==> config.mk <==
export PLATFORM = sky130hd
export DESIGN_NAME = bf_io_master
export DESIGN_NICKNAME = d
export VERILOG_FILES = /design/src/rtl/bf_io_pkg.sv /design/src/rtl/bf_io_master.sv
export SDC_FILE = /design/constraint.sdc
export NUM_CORES = 1
export LEC_CHECK = 0
export ABC_CLOCK_PERIOD_IN_PS = 2100
export BUFFER_PORTS_ARGS = -buffer_cell sky130_fd_sc_hd__buf_2
export CELL_PAD_IN_SITES_DETAIL_PLACEMENT = 2
export CELL_PAD_IN_SITES_GLOBAL_PLACEMENT = 2
export CORE_UTILIZATION = 31
export CTS_CLUSTER_SIZE = 16
export DETAILED_ROUTE_END_ITERATION = 10
export GPL_TIMING_DRIVEN = 0
export HOLD_SLACK_MARGIN = 0.03
export PLACE_DENSITY = 0.82
export SYNTH_ARGS = -nofsm -noshare
export SYNTH_HDL_FRONTEND = slang
export SYNTH_SLANG_ARGS = --single-unit
==> constraint.sdc <==
create_clock -name CLK -period 2.1 [get_ports CLK]
set_input_delay 0.315 -clock CLK [delete_from_list [all_inputs] [get_ports CLK]]
set_output_delay 0.315 -clock CLK [all_outputs]
set_load 0.01 [all_outputs]
==> src/rtl/bf_io_pkg.sv <==
// Shared types and bus address map for the bfCPU IO bus master.
package bf_io_pkg;

  typedef enum logic [2:0] {
    ST_INIT,
    ST_IDLE,
    ST_APH,
    ST_DPH,
    ST_ACK
  } state_t;

  localparam logic [1:0] IO_ADDR_DATA = 2'b00;
  localparam logic [1:0] IO_ADDR_DIV0 = 2'b10;
  localparam logic [1:0] IO_ADDR_DIV1 = 2'b11;

endpackage

==> src/rtl/bf_io_master.sv <==
// IO bus initiator: programs and verifies the UART baud divisors after reset,
// then turns bfCPU put/get requests into single non-pipelined bus transfers.
module bf_io_master
  import bf_io_pkg::*;
#(
  parameter logic [7:0] DIV0_INIT = 8'd9,
  parameter logic [7:0] DIV1_INIT = 8'd2
) (
  input  logic       CLK,
  input  logic       RES_N,
  input  logic       PUT_REQ,
  input  logic [7:0] PUT_DATA,
  output logic       PUT_ACK,
  input  logic       GET_REQ,
  output logic [7:0] GET_DATA,
  output logic       GET_ACK,
  output logic       INIT_DONE,
  output logic       INIT_ERR,
  output logic       IO_REQ,
  output logic       IO_WRITE,
  output logic [1:0] IO_ADDR,
  output logic [7:0] IO_WDATA,
  input  logic [7:0] IO_RDATA,
  input  logic       IO_RDY
);

  state_t     state;
  logic [1:0] step;

  logic       init_write;
  logic [1:0] init_addr;
  logic [7:0] init_wdata;
  logic [7:0] init_expect;

  // Init step decode: two divisor writes followed by two read-backs.
  always_comb begin
    init_write  = 1'b0;
    init_addr   = IO_ADDR_DIV0;
    init_wdata  = '0;
    init_expect = '0;
    case (step)
      2'd0: begin
        init_write = 1'b1;
        init_addr  = IO_ADDR_DIV0;
        init_wdata = DIV0_INIT;
      end
      2'd1: begin
        init_write = 1'b1;
        init_addr  = IO_ADDR_DIV1;
        init_wdata = DIV1_INIT;
      end
      2'd2: begin
        init_addr   = IO_ADDR_DIV0;
        init_expect = DIV0_INIT;
      end
      default: begin
        init_addr   = IO_ADDR_DIV1;
        init_expect = DIV1_INIT;
      end
    endcase
  end

  // Transfer sequencer; all bus and CPU-side outputs are registered here.
  // INIT_DONE doubles as the "current transfer is a CPU op" marker in DPH.
  always_ff @(posedge CLK or negedge RES_N) begin
    if (!RES_N) begin
      state     <= ST_INIT;
      step      <= '0;
      IO_REQ    <= 1'b0;
      IO_WRITE  <= 1'b0;
      IO_ADDR   <= '0;
      IO_WDATA  <= '0;
      PUT_ACK   <= 1'b0;
      GET_ACK   <= 1'b0;
      GET_DATA  <= '0;
      INIT_DONE <= 1'b0;
      INIT_ERR  <= 1'b0;
    end else begin
      PUT_ACK <= 1'b0;
      GET_ACK <= 1'b0;
      case (state)
        ST_INIT: begin
          IO_REQ   <= 1'b1;
          IO_WRITE <= init_write;
          IO_ADDR  <= init_addr;
          IO_WDATA <= init_wdata;
          state    <= ST_APH;
        end
        ST_IDLE: begin
          if (PUT_REQ) begin
            IO_REQ   <= 1'b1;
            IO_WRITE <= 1'b1;
            IO_ADDR  <= IO_ADDR_DATA;
            IO_WDATA <= PUT_DATA;
            state    <= ST_APH;
          end else if (GET_REQ) begin
            IO_REQ   <= 1'b1;
            IO_WRITE <= 1'b0;
            IO_ADDR  <= IO_ADDR_DATA;
            IO_WDATA <= '0;
            state    <= ST_APH;
          end
        end
        ST_APH: begin
          if (IO_RDY) begin
            IO_REQ <= 1'b0;
            state  <= ST_DPH;
          end
        end
        ST_DPH: begin
          if (IO_RDY) begin
            if (!INIT_DONE) begin
              if (!IO_WRITE && (IO_RDATA != init_expect)) begin
                INIT_ERR <= 1'b1;
              end
              step <= step + 2'd1;
              if (step == 2'd3) begin
                INIT_DONE <= 1'b1;
                state     <= ST_IDLE;
              end else begin
                state <= ST_INIT;
              end
            end else begin
              if (!IO_WRITE) begin
                GET_DATA <= IO_RDATA;
              end
              PUT_ACK <= IO_WRITE;
              GET_ACK <= !IO_WRITE;
              state   <= ST_ACK;
            end
          end
        end
        ST_ACK: begin
          state <= ST_IDLE;
        end
        default: begin
          state <= ST_INIT;
        end
      endcase
    end
  end

endmodule
==> flow_summary.toml, run 1 <==
[global_route]
grt_antenna_before_repair = 0
grt_max_degree = 30
wire_length_of_the_first_global_routing_pass_microns = 5440
grt_pass1_vias = 1143
grtUsageTotal_pct = 17.0
grt_overflow = 0

[timing]
rsz0062_at_grt = "false"
slew_viol_final = 0
finalSetupViolCount = 0
final.hold.worst_slack_ps = 59.8
timing_worst_slew_pin_value_ps = 662
slew-limit-headroom_pct = 55.9
min_period_over_period_pct = 76.0
max_clock_freq_mhz = 626
finalHoldViolCount = 0
timing.setup.tns_ps = 0
timing.clock.skew_ps = 5.79
post-route-min-period_ps = 1600

[logic_synthesis]
synthTopCellsByArea = "dfrtp_1 (54%), mux2_2 (7.6%), ha_1 (4.7%)"
syn_nets = 134
ys_types = 36
synthesis.yosys.warnings = 0
synth_top_area_cell = "dfrtp_1"
netlist_instances = 108
synth_top_area_share_pct = 54.5
synth_edf_count = 0
seq_area_frac_synth_pct = 54.5
synthTopCellsByCount = "dfrtp_1 (29), mux2_2 (9), o21ai_0 (9)"
syn_area_per_cell_sq_um = 12.3
synth-seq-cells = 29
most_common_cell_in_the_synthesized_netlist = "dfrtp_1"
yosys_most_used_dff = "dfrtp_1"
synth-async-reset-ratio_pct = 100
post_synth_instance_area_sq_um = 1330

[cells_and_area]
drive_above_1_share_pct = 48.8
finalNetCount = 185
num_antenna_cells = 0
areaGrowthSynthToFinish_pct = 28.8
filler_cell_count = 445

[critical_path]
critPathSlowestCell = "dfrtp_1"
rrSetupSlack_ps = 500
path_delay_family = "simple AND/OR/NAND/NOR gates"
worst_r2r_path_depth = 4
end_kind = "flip-flop"
crit_path_cell_trace = "and4b_1 -> nand2_4 -> nor2_8 -> mux2_2"
worstReg2RegEnd = "GET_DATA[3]"
cp-start-kind = "flip-flop"
criticalPathCategory = "reg -> reg"
critPathArrivalTime_ps = 1760
crit_path_max_fanout = 9
crit_start = "state[2]"
worstPathRequired_ps = 2270
cpPeakStageDelay_ps = 470
critical_r2r_launch = "state[2]"
path_buf_inv = 0
cp.depth = 4

[pwr]
leakage_nw = 0.863
p_int_mw = 1.65
cell_pwr_density_nw_per_um2 = 1510
ir_worst_vdd_mv = 0.530
sequentialPowerShare_pct = 38.3
combPwrFrac_pct = 41.9
power_switching_share_pct = 36.5
clkPwrFrac_pct = 19.8
switchingPower_mw = 0.947

[clock_tree]
cts_hold_repair.buffers = 0
clock_tree.buffer_depth = 2
cts_root_buffer = "clkbuf_8"
clock_tree.htree_level_count = 2
cts-resized-gates = 0
tritoncts = "done"
tritoncts_num_sinks = 29
clkSlewWorstSetupHoldPaths_ps = 70
worstSkewPairLatency_ps = 280
cts_setup_buffers = 0
cts_inserted_buffers = 5

[placement]
place.gp.congestion = 0.723
dp_hpwl_microns = 2490
io_buffer_count = 44

[floorplan]
initial_utilization_pct = 32.8
dieArea_sq_um = 4560
die_outline_width_microns = 67.6
core_region_area_sq_um = 4060
std_cell_rows = 23
ioPinCount = 45
die-height_microns = 67.6

[routing]
via_per_inst = 4.91
drc = 0
dr_pass1_iterations = 3
route.antenna.remaining_nets = 0
wl_per_cell_microns = 15.8
num_vias = 1031
postRouteWirelength_microns = 3310
drt_iter0_drc = 51

[flow_run]
cap_violations = 0

[min_path]
worstHoldPathType = "in -> async"

[outcome]
outcome = "finished clean"
-- area by class of cell --
cell class,instances,area (sq um),area share [%]
Sequential cell,29,726,42.3
Multi-Input combinational cell,71,561,32.7
Timing Repair Buffer,44,220,12.8
Clock buffer,7,96.3,5.61
Tap cell,50,62.6,3.64
Buffer,4,31.3,1.82
Inverter,4,15.0,0.875
Clock inverter,1,5.00,0.292
-- layer usage --
layer / track usage [%] / share of wire (%) / up-vias
li1: - / - / 485
met1: 18.0 / 42 / 502
met2: 29.7 / 48 / 39
met3: 5.57 / 7.1 / 5
met4: 8.78 / 2.3 / 0
met5: 0 / 0 / -
-- sequential cells by signal, summed over array words and instances (netlist names) --
register / flops
GET_DATA: 8
IO_WDATA: 8
state: 3
IO_ADDR: 2
step: 2
GET_ACK: 1
INIT_DONE: 1
INIT_ERR: 1
IO_REQ: 1
IO_WRITE: 1
PUT_ACK: 1
-- logic make-up after synthesis --
kind of cell,Yosys count,synth area share (%)
XOR/XNOR,2,1.31
buffers and inverters,8,3.47
flip-flops,29,54.5
AND/OR/NAND/NOR,24,12.1
adder cells (fa/ha/maj),5,4.69
AO/OA/AOI/OAI,31,16.3
multiplexers,9,7.61
-- power groups by stage --
stage	sequential (mW)	clock (mW)	combinational [mW]
floorplan	1.08	0	0.605
global placement	0.985	0	1.04
detailed placement	1.01	0	1.11
CTS	1.00	0.536	1.11
global route	1.03	0.554	1.21
finish	0.994	0.513	1.09
-- cells in the final DEF (no fill, tap or decap), types with 3 or more instances in the layout --
master / netlist / routed
mux2_2: 9 / 9
a21oi_1: 6 / 6
nand2_1: 7 / 7
inv_1: 4 / 4
clkbuf_8: 0 / 7
buf_2: 1 / 45
dfrtp_1: 29 / 29
o21ai_0: 9 / 9
a22o_2: 5 / 5
ha_1: 5 / 5
nor2_1: 3 / 3
-- per-stage QoR --
| stage | power [mW] | instance area (sq um) | instances | utilization (%) | worst slack [ps] |
|---|---|---|---|---|---|
| 6_report | 2.60 | 1720 | 210 | 42.3 | 504 |
| 2_1_floorplan | 1.69 | 1330 | 108 | - | 656 |
| 3_5_place_dp | 2.11 | 1620 | 202 | 39.8 | 503 |
| 3_3_place_gp | 2.03 | 1620 | 202 | 39.8 | 540 |
| 5_1_grt | 2.79 | 1720 | 210 | 42.3 | 428 |
| 4_1_cts | 2.65 | 1720 | 210 | 42.3 | 490 |
-- worst reg2reg max path: stages, from the launching register on --
cell	delay, ps
dfrtp_1	470
and4b_1	380
nand2_4	100
nor2_8	170
mux2_2	360
-- worst max-delay path by stage --
| stage | to | slack (ps) |
|---|---|---|
| finish | GET_DATA[3] | 500 |
| floorplan | GET_DATA[0] | 660 |
| detailed placement | GET_DATA[3] | 500 |
| global route | GET_DATA[1] | 430 |
| CTS | GET_DATA[3] | 490 |
| global placement | GET_DATA[0] | 540 |
Power figures use the tool's default switching activity.
==> inputs of run 2 (changes only) <==
--- a/config.mk
+++ b/config.mk
@@ -5,16 +5,16 @@
 export SDC_FILE = /design/constraint.sdc
 export NUM_CORES = 1
 export LEC_CHECK = 0
-export ABC_CLOCK_PERIOD_IN_PS = 2100
+export ABC_CLOCK_PERIOD_IN_PS = 1300
 export BUFFER_PORTS_ARGS = -buffer_cell sky130_fd_sc_hd__buf_2
 export CELL_PAD_IN_SITES_DETAIL_PLACEMENT = 2
 export CELL_PAD_IN_SITES_GLOBAL_PLACEMENT = 2
-export CORE_UTILIZATION = 31
+export CORE_UTILIZATION = 28
 export CTS_CLUSTER_SIZE = 16
 export DETAILED_ROUTE_END_ITERATION = 10
 export GPL_TIMING_DRIVEN = 0
 export HOLD_SLACK_MARGIN = 0.03
-export PLACE_DENSITY = 0.82
+export PLACE_DENSITY = 0.78
 export SYNTH_ARGS = -nofsm -noshare
 export SYNTH_HDL_FRONTEND = slang
 export SYNTH_SLANG_ARGS = --single-unit
==> constraint.sdc (replaced) <==
create_clock -name CLK -period 1.3 [get_ports CLK]
set_input_delay 0.195 -clock CLK [delete_from_list [all_inputs] [get_ports CLK]]
set_output_delay 0.195 -clock CLK [all_outputs]
set_load 0.01 [all_outputs]
==> flow_summary.toml, run 2 (synthesis results as in run 1) <==
[timing]
post-route-min-period_ps = 1480
finalHoldViolCount = 0
slew_viol_final = 0
timing.clock.skew_ps = 7.55
slew-limit-headroom_pct = 54.1
rsz0062_at_grt = "true"
final.hold.worst_slack_ps = 131
timing.setup.tns_ps = -2700
min_period_over_period_pct = 114
timing_worst_slew_pin_value_ps = 689
slack_of_the_critical_path_ps = -177
max_clock_freq_mhz = 677
finalSetupViolCount = 21

[clock_tree]
cts_inserted_buffers = 5
clock_tree.htree_level_count = 2
clock_tree.buffer_depth = 2
tritoncts_num_sinks = 29
clkSlewWorstSetupHoldPaths_ps = 60
cts_root_buffer = "clkbuf_8"
worstSkewPairLatency_ps = 280
tritoncts = "done"

[routing]
via_per_inst = 4.93
dr_pass1_iterations = 5
route.antenna.remaining_nets = 0
wl_per_cell_microns = 16.3
num_vias = 1118
drt_iter0_drc = 70
drc = 0
postRouteWirelength_microns = 3700

[cells_and_area]
drive_above_1_share_pct = 56.6
final_common_cell = "buf_2"
areaGrowthSynthToFinish_pct = 42.3
multiInputGateArea_sq_um = 631
filler_cell_count = 469
num_antenna_cells = 0
largest_registers = "GET_DATA x8, IO_WDATA x8, state x3"
finalNetCount = 200
highest_count_cells_in_the_layout_ignoring_fill_and_taps = "buf_2 (44), dfrtp_1 (28), buf_4 (12), o21ai_1 (8), nand2_1 (7)"
final-seq-area_sq_um = 727

[min_path]
whs_endpoint = "IO_WDATA[2]"
holdPathStages = 2
min-delay-start = "PUT_DATA[2]"
worstHoldPathType = "in -> reg"

[pwr]
leakage_nw = 0.948
cell_pwr_density_nw_per_um2 = 2420
overall_power_mw = 4.59
ir_worst_vdd_mv = 0.974

[critical_path]
worst_r2r_path_depth = 4
crit_path_max_fanout = 4
worstPathRequired_ps = 1470
end_kind = "flip-flop"
crit_path_cell_trace = "and4b_2 -> nand2_4 -> nor2_4 -> mux2_2"
critical_r2r_launch = "state[2]"
worstReg2RegEnd = "GET_DATA[7]"
path_buf_inv = 0
criticalPathCategory = "reg -> reg"
critPathSlowestCell = "dfrtp_2"
cp-start-kind = "flip-flop"
cpPeakStageDelay_ps = 420
rrSetupSlack_ps = -180
critPathArrivalTime_ps = 1640
path_delay_family = "simple AND/OR/NAND/NOR gates"

[outcome]
violations = "setup timing"
outcome = "complete, but fails checks"

[floorplan]
core_region_area_sq_um = 4470
die-height_microns = 71.0
dieArea_sq_um = 5040
ioPinCount = 45
std_cell_rows = 24
initial_utilization_pct = 29.8
die_outline_width_microns = 71.0

[global_route]
grt_max_degree = 30
grt_antenna_before_repair = 0
wire_length_of_the_first_global_routing_pass_microns = 6110
grtUsageTotal_pct = 16.2
grt_pass1_vias = 1261
grt_overflow = 0

[flow_run]
cap_violations = 0

[placement]
dp_hpwl_microns = 2480
pre_cts_slack_ps = -331
place.gp.congestion = 0.740
io_buffer_count = 44
==> run 2: final cells by class <==
cell class	count	share of cell area (%)
Buffer	4	2.31
Inverter	4	0.792
Multi-Input combinational cell	72	33.2
Tap cell	52	3.43
Clock buffer	8	4.22
Sequential cell	29	38.3
Timing Repair Buffer	58	17.7
==> run 2: per-layer routing <==
metal  up-vias  part of all wire (%)  GRT usage (%)  routed length, microns
li1        515                     -              -                       -
met1       557                    42           18.2                    1560
met2        41                    51           28.3                    1870
met3         5                   6.4           6.27                     237
met4         0                  0.78           5.11                      29
met5         -                     0              0                       0
==> run 2: worst register-to-register path, stage by stage, from the launching register on <==
cell and delay, ps:
dfrtp_2 420, and4b_2 330, nand2_4 110, nor2_4 160, mux2_2 340
==> run 2: per-stage QoR <==
stage               utilization, %  std cells  cell area [sq um]
floorplan                        -        108               1340
global placement              36.2        204               1620
detailed placement            36.2        204               1620
CTS                           41.8        225               1870
global route                  42.4        227               1900
finish                        42.4        227               1900
==> run 2: worst max-delay path by stage <==
stage / slack, ps / endpoint / start / depth (start not counted)
finish: -180 / GET_DATA[7] / state[2] / 4
global placement: -260 / GET_DATA[2] / state[2] / 4
detailed placement: -330 / GET_DATA[0] / state[2] / 4
global route: -220 / GET_DATA[7] / state[1] / 5
CTS: -180 / GET_DATA[0] / state[1] / 5
floorplan: -140 / GET_DATA[0] / state[2] / 4
==> run 2: power breakdown <==
group	internal [mW]	leakage [nW]	switching, mW	total [mW]
registers	1.32	0.356	0.295	1.61
logic	1.23	0.553	1.04	2.26
clock network	0.379	0.0395	0.331	0.710
==> run 2: what timing repair did <==
item                                   4_1_cts  5_1_grt
setup buffers                               10        2
gates resized for setup                     23        8
setup endpoints to repair                   22       23
hold buffers                                 1        0
endpoints found under the hold margin       29        0
gates cloned                                 2        0
pin swaps                                    6        3
==> inputs of run 3 (changes only) <==
--- a/config.mk
+++ b/config.mk
@@ -5,16 +5,16 @@
 export SDC_FILE = /design/constraint.sdc
 export NUM_CORES = 1
 export LEC_CHECK = 0
-export ABC_CLOCK_PERIOD_IN_PS = 1300
+export ABC_CLOCK_PERIOD_IN_PS = 1900
 export BUFFER_PORTS_ARGS = -buffer_cell sky130_fd_sc_hd__buf_2
 export CELL_PAD_IN_SITES_DETAIL_PLACEMENT = 2
 export CELL_PAD_IN_SITES_GLOBAL_PLACEMENT = 2
-export CORE_UTILIZATION = 28
+export CORE_UTILIZATION = 33
 export CTS_CLUSTER_SIZE = 16
 export DETAILED_ROUTE_END_ITERATION = 10
 export GPL_TIMING_DRIVEN = 0
 export HOLD_SLACK_MARGIN = 0.03
-export PLACE_DENSITY = 0.78
+export PLACE_DENSITY = 0.86
 export SYNTH_ARGS = -nofsm -noshare
 export SYNTH_HDL_FRONTEND = slang
 export SYNTH_SLANG_ARGS = --single-unit
==> constraint.sdc (replaced) <==
create_clock -name CLK -period 1.9 [get_ports CLK]
set_input_delay 0.285 -clock CLK [delete_from_list [all_inputs] [get_ports CLK]]
set_output_delay 0.285 -clock CLK [all_outputs]
set_load 0.01 [all_outputs]
==> flow_summary.toml, run 3 (synthesis results as in run 1) <==
[outcome]
outcome = "finished clean"

[global_route]
grt_overflow = 0
grt_max_degree = 30
grt_antenna_before_repair = 0
grtUsageTotal_pct = 18.0
wire_length_of_the_first_global_routing_pass_microns = 5710
grt_pass1_vias = 1187

[critical_path]
critPathSlowestCell = "dfrtp_1"
crit_path_cell_trace = "and4b_1 -> nand2_4 -> nor2_8 -> mux2_2"
worst_r2r_path_depth = 4
cpPeakStageDelay_ps = 470
criticalPathCategory = "reg -> reg"
crit_path_max_fanout = 9
path_delay_family = "simple AND/OR/NAND/NOR gates"
cp-start-kind = "flip-flop"
worstPathRequired_ps = 2060
critical_r2r_launch = "state[2]"
end_kind = "flip-flop"
path_buf_inv = 0
worstReg2RegEnd = "GET_DATA[5]"
cp.depth = 4
rrSetupSlack_ps = 290
critPathArrivalTime_ps = 1780

[cells_and_area]
finalNetCount = 185
num_antenna_cells = 0
drive_above_1_share_pct = 48.8
largest_registers = "GET_DATA x8, IO_WDATA x8, state x3"
final_common_cell = "buf_2"
areaGrowthSynthToFinish_pct = 28.6
stdcell_area_sq_um = 1710
highest_count_cells_in_the_layout_ignoring_fill_and_taps = "buf_2 (45), dfrtp_1 (29), mux2_2 (9), o21ai_0 (9)"

[clock_tree]
cts_root_buffer = "clkbuf_8"
cts_setup_buffers = 0
clkSlewWorstSetupHoldPaths_ps = 70
clock_tree.htree_level_count = 2
cts-resized-gates = 0
clock_tree.buffer_depth = 2
cts_hold_repair.buffers = 0
cts_inserted_buffers = 5
tritoncts = "done"
tritoncts_num_sinks = 29
worstSkewPairLatency_ps = 280

[pwr]
switchingPower_mw = 1.05
cell_pwr_density_nw_per_um2 = 1680
overall_power_mw = 2.88
sequentialPowerShare_pct = 38.5
combPwrFrac_pct = 42.1
power_switching_share_pct = 36.7
leakage_nw = 0.863
p_int_mw = 1.82
clkPwrFrac_pct = 19.4
ir_worst_vdd_mv = 0.557

[routing]
dr_pass1_iterations = 4
route.antenna.remaining_nets = 0
num_vias = 1067
drc = 0
wl_per_cell_microns = 16.1
postRouteWirelength_microns = 3350
via_per_inst = 5.13
drt_iter0_drc = 15

[floorplan]
ioPinCount = 45
initial_utilization_pct = 35.3
die-height_microns = 65.5
die_outline_width_microns = 65.5
dieArea_sq_um = 4300
core_region_area_sq_um = 3770
std_cell_rows = 22

[timing]
finalSetupViolCount = 0
timing_worst_slew_pin_value_ps = 653
slew_viol_final = 0
rsz0062_at_grt = "false"
timing.clock.skew_ps = 6.67
min_period_over_period_pct = 84.9
finalHoldViolCount = 0
timing.setup.tns_ps = 0
post-route-min-period_ps = 1610
slew-limit-headroom_pct = 56.4
max_clock_freq_mhz = 620
final.hold.worst_slack_ps = 26.4

[min_path]
worstHoldPathType = "in -> async"

[placement]
placed_cell_area_sq_um = 1610
io_buffer_count = 44
dp_hpwl_microns = 2510
place.gp.congestion = 0.711

[flow_run]
cap_violations = 0
[run 3: worst max-delay path by stage]
stage | startpoint | end | slack (ps)
after floorplan | state[2] | GET_DATA[0] | 460
after global placement | state[2] | GET_DATA[3] | 350
after detailed placement | state[2] | GET_DATA[5] | 310
after CTS | state[2] | GET_DATA[5] | 280
after global routing | state[2] | GET_DATA[5] | 210
final | state[2] | GET_DATA[5] | 290
[run 3: power by group through the flow]
stage          combinational, mW  clock, mW  sequential, mW
2_1_floorplan              0.668          0            1.20
3_3_place_gp                1.15          0            1.09
3_5_place_dp                1.22          0            1.12
4_1_cts                     1.23      0.573            1.11
5_1_grt                     1.34      0.602            1.15
6_report                    1.21      0.558            1.11
[run 3: cell type report]
type | instances | area [sq um]
repair buffers | 44 | 220
multi-input cells | 71 | 561
clock buffers | 7 | 96.3
plain buffers | 4 | 31.3
inverters | 4 | 15.0
flip-flops and latches | 29 | 726
fillers | 383 | 2060
clock inverters | 1 | 5.00
well taps | 48 | 60.1
[run 3: routing by layer]
metal	wire, microns	global-route usage, %	share of wire [%]
met5	0	0	0
met1	1490	22.2	44
met2	1660	29.9	50
met4	57	8.15	1.7
met3	143	3.99	4.3
[run 3: stage by stage]
step	util, %	instances	worst slack [ps]
finish	45.5	208	287
global route	45.5	208	210
CTS	45.5	208	277
detailed placement	42.8	200	312
global placement	42.8	200	353
floorplan	-	108	456
